## src/rtl/multi_cycle_sequencer.sv

```systemverilog
// -----------------------------------------------------------------------------
// multi_cycle_sequencer
//
// Steps the core datapath through one instruction at a time:
// FETCH -> DECODE -> EXEC -> (MEM) -> WB -> FETCH.
// Architectural write enables (PC, IR, register file, data/instruction memory)
// are only raised by this block. It also runs the start/done handshake with the
// multi-cycle FPU and the req/ack handshake with memory. If either handshake
// waits too long, the sequencer parks in HALT with a sticky fault flag.
// A free-running cycle counter and a retired-instruction counter are kept too.
//
// Parameters
//   TIMEOUT    maximum wait cycles in an FPU or memory handshake (>= 2)
//
// Ports
//   clk          in   core clock
//   rst          in   synchronous active-high reset
//   fetch_stall  in   hold in FETCH (program loader / debugger)
//   memread      in   decoder flag: load
//   memwrite     in   decoder flag: store
//   imemwrite    in   decoder flag: instruction-memory write
//   regwrite     in   decoder flag: write register file in WB
//   aluorfpu     in   decoder flag: 1 = result comes from the FPU
//   fpu_done     in   FPU result valid pulse
//   mem_ack      in   memory access complete
//   imem_en      out  instruction-memory read enable
//   ir_we        out  latch instruction register
//   fpu_start    out  FPU start pulse
//   mem_req      out  memory request, held until ack
//   mem_we       out  data-memory write strobe (qualified by mem_req)
//   imem_we      out  instruction-memory write strobe (qualified by mem_req)
//   rf_we        out  register-file write enable
//   pc_we        out  PC update enable
//   fault        out  sticky handshake-timeout flag
//   instret      out  retired-instruction count
//   cycles       out  cycle count since reset
// -----------------------------------------------------------------------------
module multi_cycle_sequencer #(
   parameter int unsigned TIMEOUT = 1024
) (
   input  logic        clk,
   input  logic        rst,
   input  logic        fetch_stall,
   input  logic        memread,
   input  logic        memwrite,
   input  logic        imemwrite,
   input  logic        regwrite,
   input  logic        aluorfpu,
   input  logic        fpu_done,
   input  logic        mem_ack,
   output logic        imem_en,
   output logic        ir_we,
   output logic        fpu_start,
   output logic        mem_req,
   output logic        mem_we,
   output logic        imem_we,
   output logic        rf_we,
   output logic        pc_we,
   output logic        fault,
   output logic [31:0] instret,
   output logic [31:0] cycles
);

   // The wait counter must be able to hold TIMEOUT itself.
   localparam int unsigned WAIT_W = $clog2(TIMEOUT + 1);
   localparam logic [WAIT_W-1:0] WAIT_ONE = WAIT_W'(1);
   localparam logic [WAIT_W-1:0] WAIT_MAX = WAIT_W'(TIMEOUT);

   typedef enum logic [2:0] {
      S_FETCH,
      S_DECODE,
      S_EXEC,
      S_MEM,
      S_WB,
      S_HALT
   } state_t;

   state_t            state_q,     state_d;
   logic [WAIT_W-1:0] wait_q,      wait_d;
   logic              memwrite_q,  memwrite_d;
   logic              imemwrite_q, imemwrite_d;
   logic              regwrite_q,  regwrite_d;
   logic [31:0]       instret_q,   instret_d;
   logic [31:0]       cycles_q,    cycles_d;

   // State and counter registers. Reset is synchronous and wins from any
   // state, including the middle of a handshake, so an outstanding mem_req
   // is dropped on the reset edge.
   always_ff @(posedge clk) begin
      if (rst) begin
         state_q     <= S_FETCH;
         wait_q      <= '0;
         memwrite_q  <= 1'b0;
         imemwrite_q <= 1'b0;
         regwrite_q  <= 1'b0;
         instret_q   <= '0;
         cycles_q    <= '0;
      end else begin
         state_q     <= state_d;
         wait_q      <= wait_d;
         memwrite_q  <= memwrite_d;
         imemwrite_q <= imemwrite_d;
         regwrite_q  <= regwrite_d;
         instret_q   <= instret_d;
         cycles_q    <= cycles_d;
      end
   end

   // Next-state logic. The wait counter is loaded with 1 on entry to EXEC
   // and MEM so that it equals the number of the current wait cycle; when it
   // reaches TIMEOUT with no done/ack we head for HALT on the next edge.
   // The write-type decoder flags are captured while in EXEC so that the MEM
   // and WB strobes come purely from registers and stay constant.
   always_comb begin
      state_d     = state_q;
      wait_d      = wait_q;
      memwrite_d  = memwrite_q;
      imemwrite_d = imemwrite_q;
      regwrite_d  = regwrite_q;
      instret_d   = instret_q;
      cycles_d    = cycles_q + 32'd1;

      case (state_q)
         S_FETCH: begin
            if (!fetch_stall) begin
               state_d = S_DECODE;
            end
         end
         S_DECODE: begin
            state_d = S_EXEC;
            wait_d  = WAIT_ONE;
         end
         S_EXEC: begin
            memwrite_d  = memwrite;
            imemwrite_d = imemwrite;
            regwrite_d  = regwrite;
            if (!aluorfpu) begin
               if (memread || memwrite || imemwrite) begin
                  state_d = S_MEM;
                  wait_d  = WAIT_ONE;
               end else begin
                  state_d = S_WB;
               end
            end else if (fpu_done && (wait_q != WAIT_ONE)) begin
               // A done pulse in the start cycle belongs to nothing we issued.
               state_d = S_WB;
            end else if (wait_q == WAIT_MAX) begin
               state_d = S_HALT;
            end else begin
               wait_d = wait_q + WAIT_ONE;
            end
         end
         S_MEM: begin
            if (mem_ack) begin
               state_d = S_WB;
            end else if (wait_q == WAIT_MAX) begin
               state_d = S_HALT;
            end else begin
               wait_d = wait_q + WAIT_ONE;
            end
         end
         S_WB: begin
            state_d   = S_FETCH;
            instret_d = instret_q + 32'd1;
         end
         S_HALT: begin
            state_d = S_HALT;
         end
         default: begin
            state_d = S_FETCH;
         end
      endcase
   end

   // Output decode from the registered state. Each state owns at most one of
   // ir_we / fpu_start / mem_req / pc_we, which keeps those strobes mutually
   // exclusive. fpu_start also looks at aluorfpu: the decoder flags come from
   // the IR latched in DECODE, so they are already stable in the first EXEC
   // cycle and this is the only way to start the FPU without losing a cycle.
   always_comb begin
      imem_en   = 1'b0;
      ir_we     = 1'b0;
      fpu_start = 1'b0;
      mem_req   = 1'b0;
      mem_we    = 1'b0;
      imem_we   = 1'b0;
      rf_we     = 1'b0;
      pc_we     = 1'b0;

      case (state_q)
         S_FETCH: begin
            imem_en = !fetch_stall;
         end
         S_DECODE: begin
            ir_we = 1'b1;
         end
         S_EXEC: begin
            fpu_start = aluorfpu && (wait_q == WAIT_ONE);
         end
         S_MEM: begin
            mem_req = 1'b1;
            mem_we  = memwrite_q;
            imem_we = imemwrite_q;
         end
         S_WB: begin
            rf_we = regwrite_q;
            pc_we = 1'b1;
         end
         default: begin
         end
      endcase
   end

   // HALT is only left through reset, so being in HALT is the sticky fault.
   assign fault   = (state_q == S_HALT);
   assign instret = instret_q;
   assign cycles  = cycles_q;

endmodule

```

## config.mk

```make
export PLATFORM = sky130hd
export DESIGN_NAME = multi_cycle_sequencer
export DESIGN_NICKNAME = d
export VERILOG_FILES = /design/src/rtl/multi_cycle_sequencer.sv
export SDC_FILE = /design/constraint.sdc
export NUM_CORES = 1
export LEC_CHECK = 0
export CAP_MARGIN = 10
export CELL_PAD_IN_SITES_DETAIL_PLACEMENT = 1
export CELL_PAD_IN_SITES_GLOBAL_PLACEMENT = 1
export CORE_ASPECT_RATIO = 0.8
export CORE_MARGIN = 2
export CORE_UTILIZATION = 40
export DETAILED_ROUTE_END_ITERATION = 16
export PLACE_DENSITY_LB_ADDON = 0.1
export SYNTH_ARGS = -nofsm -noshare
export SYNTH_HDL_FRONTEND = slang
export SYNTH_SLANG_ARGS = --single-unit
```

## constraint.sdc

```tcl
create_clock -name clk -period 3.4 [get_ports clk]
set_input_delay 0.34 -clock clk [delete_from_list [all_inputs] [get_ports clk]]
set_output_delay 0.34 -clock clk [all_outputs]
set_load 0.05 [all_outputs]
```

# Yosys cells after proc, flatten, opt, wreduce, memory -nomap -nowiden

Index checks and enable logic that the tools add are counted.

Output and inout bits: 73
Word-level logic and storage cells: 51
Input bits: 10
Register bits after elaboration: 81

Add/sub/neg operators: 3
Equality and inequality tests: 12
Multiplexer cells: 21
Reduce and logical (&&, ||, !) cells: 8

Operators with widths:

| cell                                                    | number |
|---|---|
| adder 32 x 1 -> 32 bit (second input constant)          | 2 |
| 2-to-1 mux 11 bit                                       | 5 |
| case mux 11 bit (3 select lines)                        | 1 |
| 2-to-1 mux 3 bit                                        | 6 |
| case mux 3 bit (5 select lines)                         | 1 |
| adder 11 x 1 -> 11 bit (second input constant)          | 1 |
| == test 11 x 1 -> 1 bit (second input constant)         | 1 |
| == test 11 bit (second input constant)                  | 1 |
| inequality test 11 x 1 -> 1 bit (second input constant) | 1 |
| 2-to-1 mux 1 bit                                        | 8 |
| == test 3 x 2 -> 1 bit (second input constant)          | 2 |
| == test 3 bit (second input constant)                   | 2 |
| inequality test 3 bit (second input constant)           | 2 |
| inequality test 2 bit (second input constant)           | 2 |
| AND reduction 4 bit                                     | 1 |
| == test 3 x 1 -> 1 bit (second input constant)          | 1 |
| logical NOT 3 bit                                       | 1 |
| nonzero test 3 bit                                      | 1 |
| logical AND 1 bit                                       | 2 |
| logical OR 1 bit                                        | 2 |
| logical NOT 1 bit                                       | 1 |

# Longest topological paths before layout

Gate-level depths: netlist of the first run.

Depth in word-level cells: 5
Gate-level depth with buffers: 8
Mapped depth without buffers: 6

# Worst setup path before layout of the first run

No wires, ideal clock.

Path type: reg2out
From: reg state_q[0]
To: out imem_en
Path slack: 953 ps
Cell stages (with the launch flop): 4
Required time: 3060 ps
Buffers on the path: 2
Arrival: 2107 ps
Cell sequence: dfxtp_1 > buf_2 > clkbuf_1 > nor4_1

Cells in the longest elaborated chain, start to end: 2

RTL lines:

| element                  | line | text |
|---|---|---|
| start: declaration       | 78   | `state_t state_q, state_d;` |
| start signal: assignment | 99   | `state_q <= state_d;` |
| logical NOT 3 bit        | 190  | `case (state_q)` |
| 2-to-1 mux 1 bit         | 190  |  |
| end: declaration         | 51   | `output logic imem_en,` |

No other way between the ends.

# Final worst setup path of the first run

From: reg state_q[0]
To: out rf_we

Cells in the longest elaborated chain, start to end: 2

RTL lines:

| element          | line | text |
|---|---|---|
| == test 3 bit    | 190  |  |
| 2-to-1 mux 1 bit | 190  |  |
| end: declaration | 57   | `output logic rf_we,` |

No other way between the ends.

==> results.yml, run 1 <==
run_status:
  status: "completed"
cts:
  htree_levels: 3
  numCtsBuffers: 9
  post_cts_resized: 0
  clock-sinks: 81
  cts_root_buf: "clkbuf_16"
  cts.path.max_buffers: 2
  clk_latency_ps: 340
  postCtsHoldBufs: 0
  path_clk_slew_ps: 60
  cts_tree: "done"
  post_cts_buffers: 0
logic_synthesis:
  yosysSeqAreaShare_pct: 39.0
  synth_cell_types: 49
  synthesis.area_sq_um: 4160
  syn_nets: 513
  syn_inst: 498
  syn_avg_cell_area_sq_um: 8.36
  ys_async_sr_fraction_pct: 0
  yosys_warnings: 0
  synth_edf_count: 0
  ys.flop_type: "dfxtp_1"
  synth_seq_cells: 81
sta:
  min_period_ps: 2900
  hold_viol: 0
  clock_skew_ps: 5.89
  finalCritPeriodShare_pct: 85.2
  rsz0062_at_grt: "false"
  setup_ws_ps: 504
  setup_tns_ps: 0
  finalSetupViolations: 0
  tightestPinTransition_ps: 746
  slew_viol_final: 0
  clock.fmax_ghz: 0.345
  relSlewSlack_pct: 50.3
route:
  post_drt_wl_per_cell_um: 16.4
  viasPerCell: 5.70
  routed_wl_mm: 11.6
  drt_iter0_drc: 167
  vias: 4037
  post-route-drc-count: 0
  first_pass_iters: 4
  ant_nets: 0
cells_and_area:
  multi_input_area_sq_um: 2330
  final_cell_mix: "dfxtp_1 (81), clkdlybuf4s50_1 (81), a21oi_1 (43)"
  fin_nets: 578
  post-route-util_pct: 52.5
  num-fill-cells: 1218
  area_growth_syn_to_layout_pct: 28.7
  n_antenna_cell: 0
  register_area_sq_um: 1620
  drive_gt1_share_pct: 5.46
  final_area_sq_um: 5360
critical_path:
  rr_startpoint: "state_q[0]"
  crit_type: "reg -> out"
  critPathLaunchType: "register"
  rr_worst_depth: 4
  crit_arrival_ps: 2560
  cp.required_ps: 3060
  r2r_end: "instret[31]"
  worst_setup_path_end_kind: "output pin"
  cp_max_fo: 17
  rrSetupSlack_ps: 750
placed_design:
  port_buffers: 82
  post-dp-hpwl_mm: 8.15
  place_ws_ps: 760
  dpl_cell_area_sq_um: 5050
  gp_congestion: 0.800
global_routing:
  grt_max_degree: 41
  grt_pass1_vias: 3832
  grt_antenna_before_repair: 0
  grtUsageTotal_pct: 21.0
  grt_pass1_wl_mm: 19.3
  grt_overflow_total: 0
floorplanning:
  ios: 83
  core_sq_um: 10200
  rows: 33
  dieArea_sq_um: 11200
  start_util_pct: 40.8
  die_h_um: 95.2
  fp.dieW_um: 118
pwr:
  p_leak_nw: 1.66
  ir_drop_v: 0.000217
  total_power_mw: 2.21
  power_density_nw_per_um2: 412
hold_path:
  hold_end: "cycles[0]"
  hp-start: "cycles[0]"
  hold_path.class: "reg -> reg"
  hold_path_depth: 1
run:
  maxCapViolCount: 0
-- worst max-delay path by stage --
stage                          start           to  slack, ps  cells past startpoint
after CTS                 state_q[0]        rf_we        480                      4
after global placement    state_q[0]  instret[31]        830                      4
after floorplan           state_q[0]      imem_en        950                      3
after global routing      state_q[0]        rf_we        340                      4
after detailed placement  state_q[0]  instret[31]        760                      4
final                     state_q[0]        rf_we        500                      4
-- final cells by class --
| type | count | area share (%) |
|---|---|---|
| Tap cell | 140 | 3.27 |
| Sequential cell | 81 | 30.3 |
| Multi-Input combinational cell | 367 | 43.6 |
| Timing Repair Buffer | 87 | 15.9 |
| Clock inverter | 2 | 0.654 |
| Clock buffer | 14 | 5.12 |
| Inverter | 17 | 1.19 |
-- logic make-up after synthesis --
kind of cell	count (synthesis)	share of synthesized area (%)
AO/OA/AOI/OAI	101	15.4
XOR/XNOR	20	4.21
adder cells (fa/ha/maj)	5	1.50
buffers and inverters	50	4.99
flip-flops	81	39.0
multiplexers	13	3.28
AND/OR/NAND/NOR	228	31.7
-- critical path, stage by stage (launching register included) --
cell and delay (ps):
dfxtp_1 470, or3b_1 570, inv_1 220, and2_1 150, clkdlybuf4s50_1 810
-- per-layer routing --
| metal | part of all wire (%) | global-route usage, % | wire length [um] | up-vias |
|---|---|---|---|---|
| met5 | 0 | 0 | 0 | - |
| met4 | 0.98 | 5.52 | 114 | 0 |
| met3 | 3.1 | 4.84 | 360 | 9 |
| met2 | 46 | 34.5 | 5340 | 57 |
| met1 | 50 | 28.2 | 5820 | 1969 |
| li1 | - | - | - | 2002 |
-- registers in the layout, indices dropped and copies added (netlist names) --
name         count
cycles          32
regwrite_q       1
state_q          3
imemwrite_q      1
wait_q          11
memwrite_q       1
instret         32
-- stage by stage --
stage,instances,hold slack (ps)
after floorplan,498,452
after global placement,692,457
after detailed placement,692,464
after CTS,708,478
after global routing,708,511
final,708,473
-- cells in the mapped netlist, types with 6 or more instances --
| cell type | count | share of area, % |
|---|---|---|
| nor4_1 | 11 | 1.7 |
| a21oi_1 | 43 | 5.2 |
| and4_1 | 11 | 2.3 |
| nand2_1 | 36 | 3.2 |
| mux2i_1 | 8 | 1.9 |
| nand4_1 | 26 | 3.9 |
| clkbuf_1 | 27 | 2.4 |
| nand2b_1 | 6 | 0.90 |
| or4_1 | 31 | 5.6 |
| nor3_1 | 6 | 0.72 |
| nor2_1 | 31 | 2.8 |
| xor2_1 | 12 | 2.5 |
| o21ai_0 | 10 | 1.2 |
| o31ai_1 | 29 | 5.2 |
| and3_1 | 7 | 1.1 |
| nor2b_1 | 11 | 1.7 |
| xnor2_1 | 8 | 1.7 |
| nand3_1 | 28 | 3.4 |
| dfxtp_1 | 81 | 39 |
| or3_1 | 8 | 1.2 |
| inv_1 | 17 | 1.5 |
-- power breakdown --
| part | internal, mW | switching (mW) | total, mW |
|---|---|---|---|
| logic | 0.0802 | 0.136 | 0.216 |
| clock network | 0.628 | 0.374 | 1.00 |
| registers | 0.963 | 0.0272 | 0.990 |
Note: power is estimated with default switching activity, not from simulation.
==> run 2, diff against run 1 <==
Settings changed: SKIP_CTS_REPAIR_TIMING from default to 1.
==> results of run 2 <==
Final layout, timing and power as in run 1 (identical DEF).
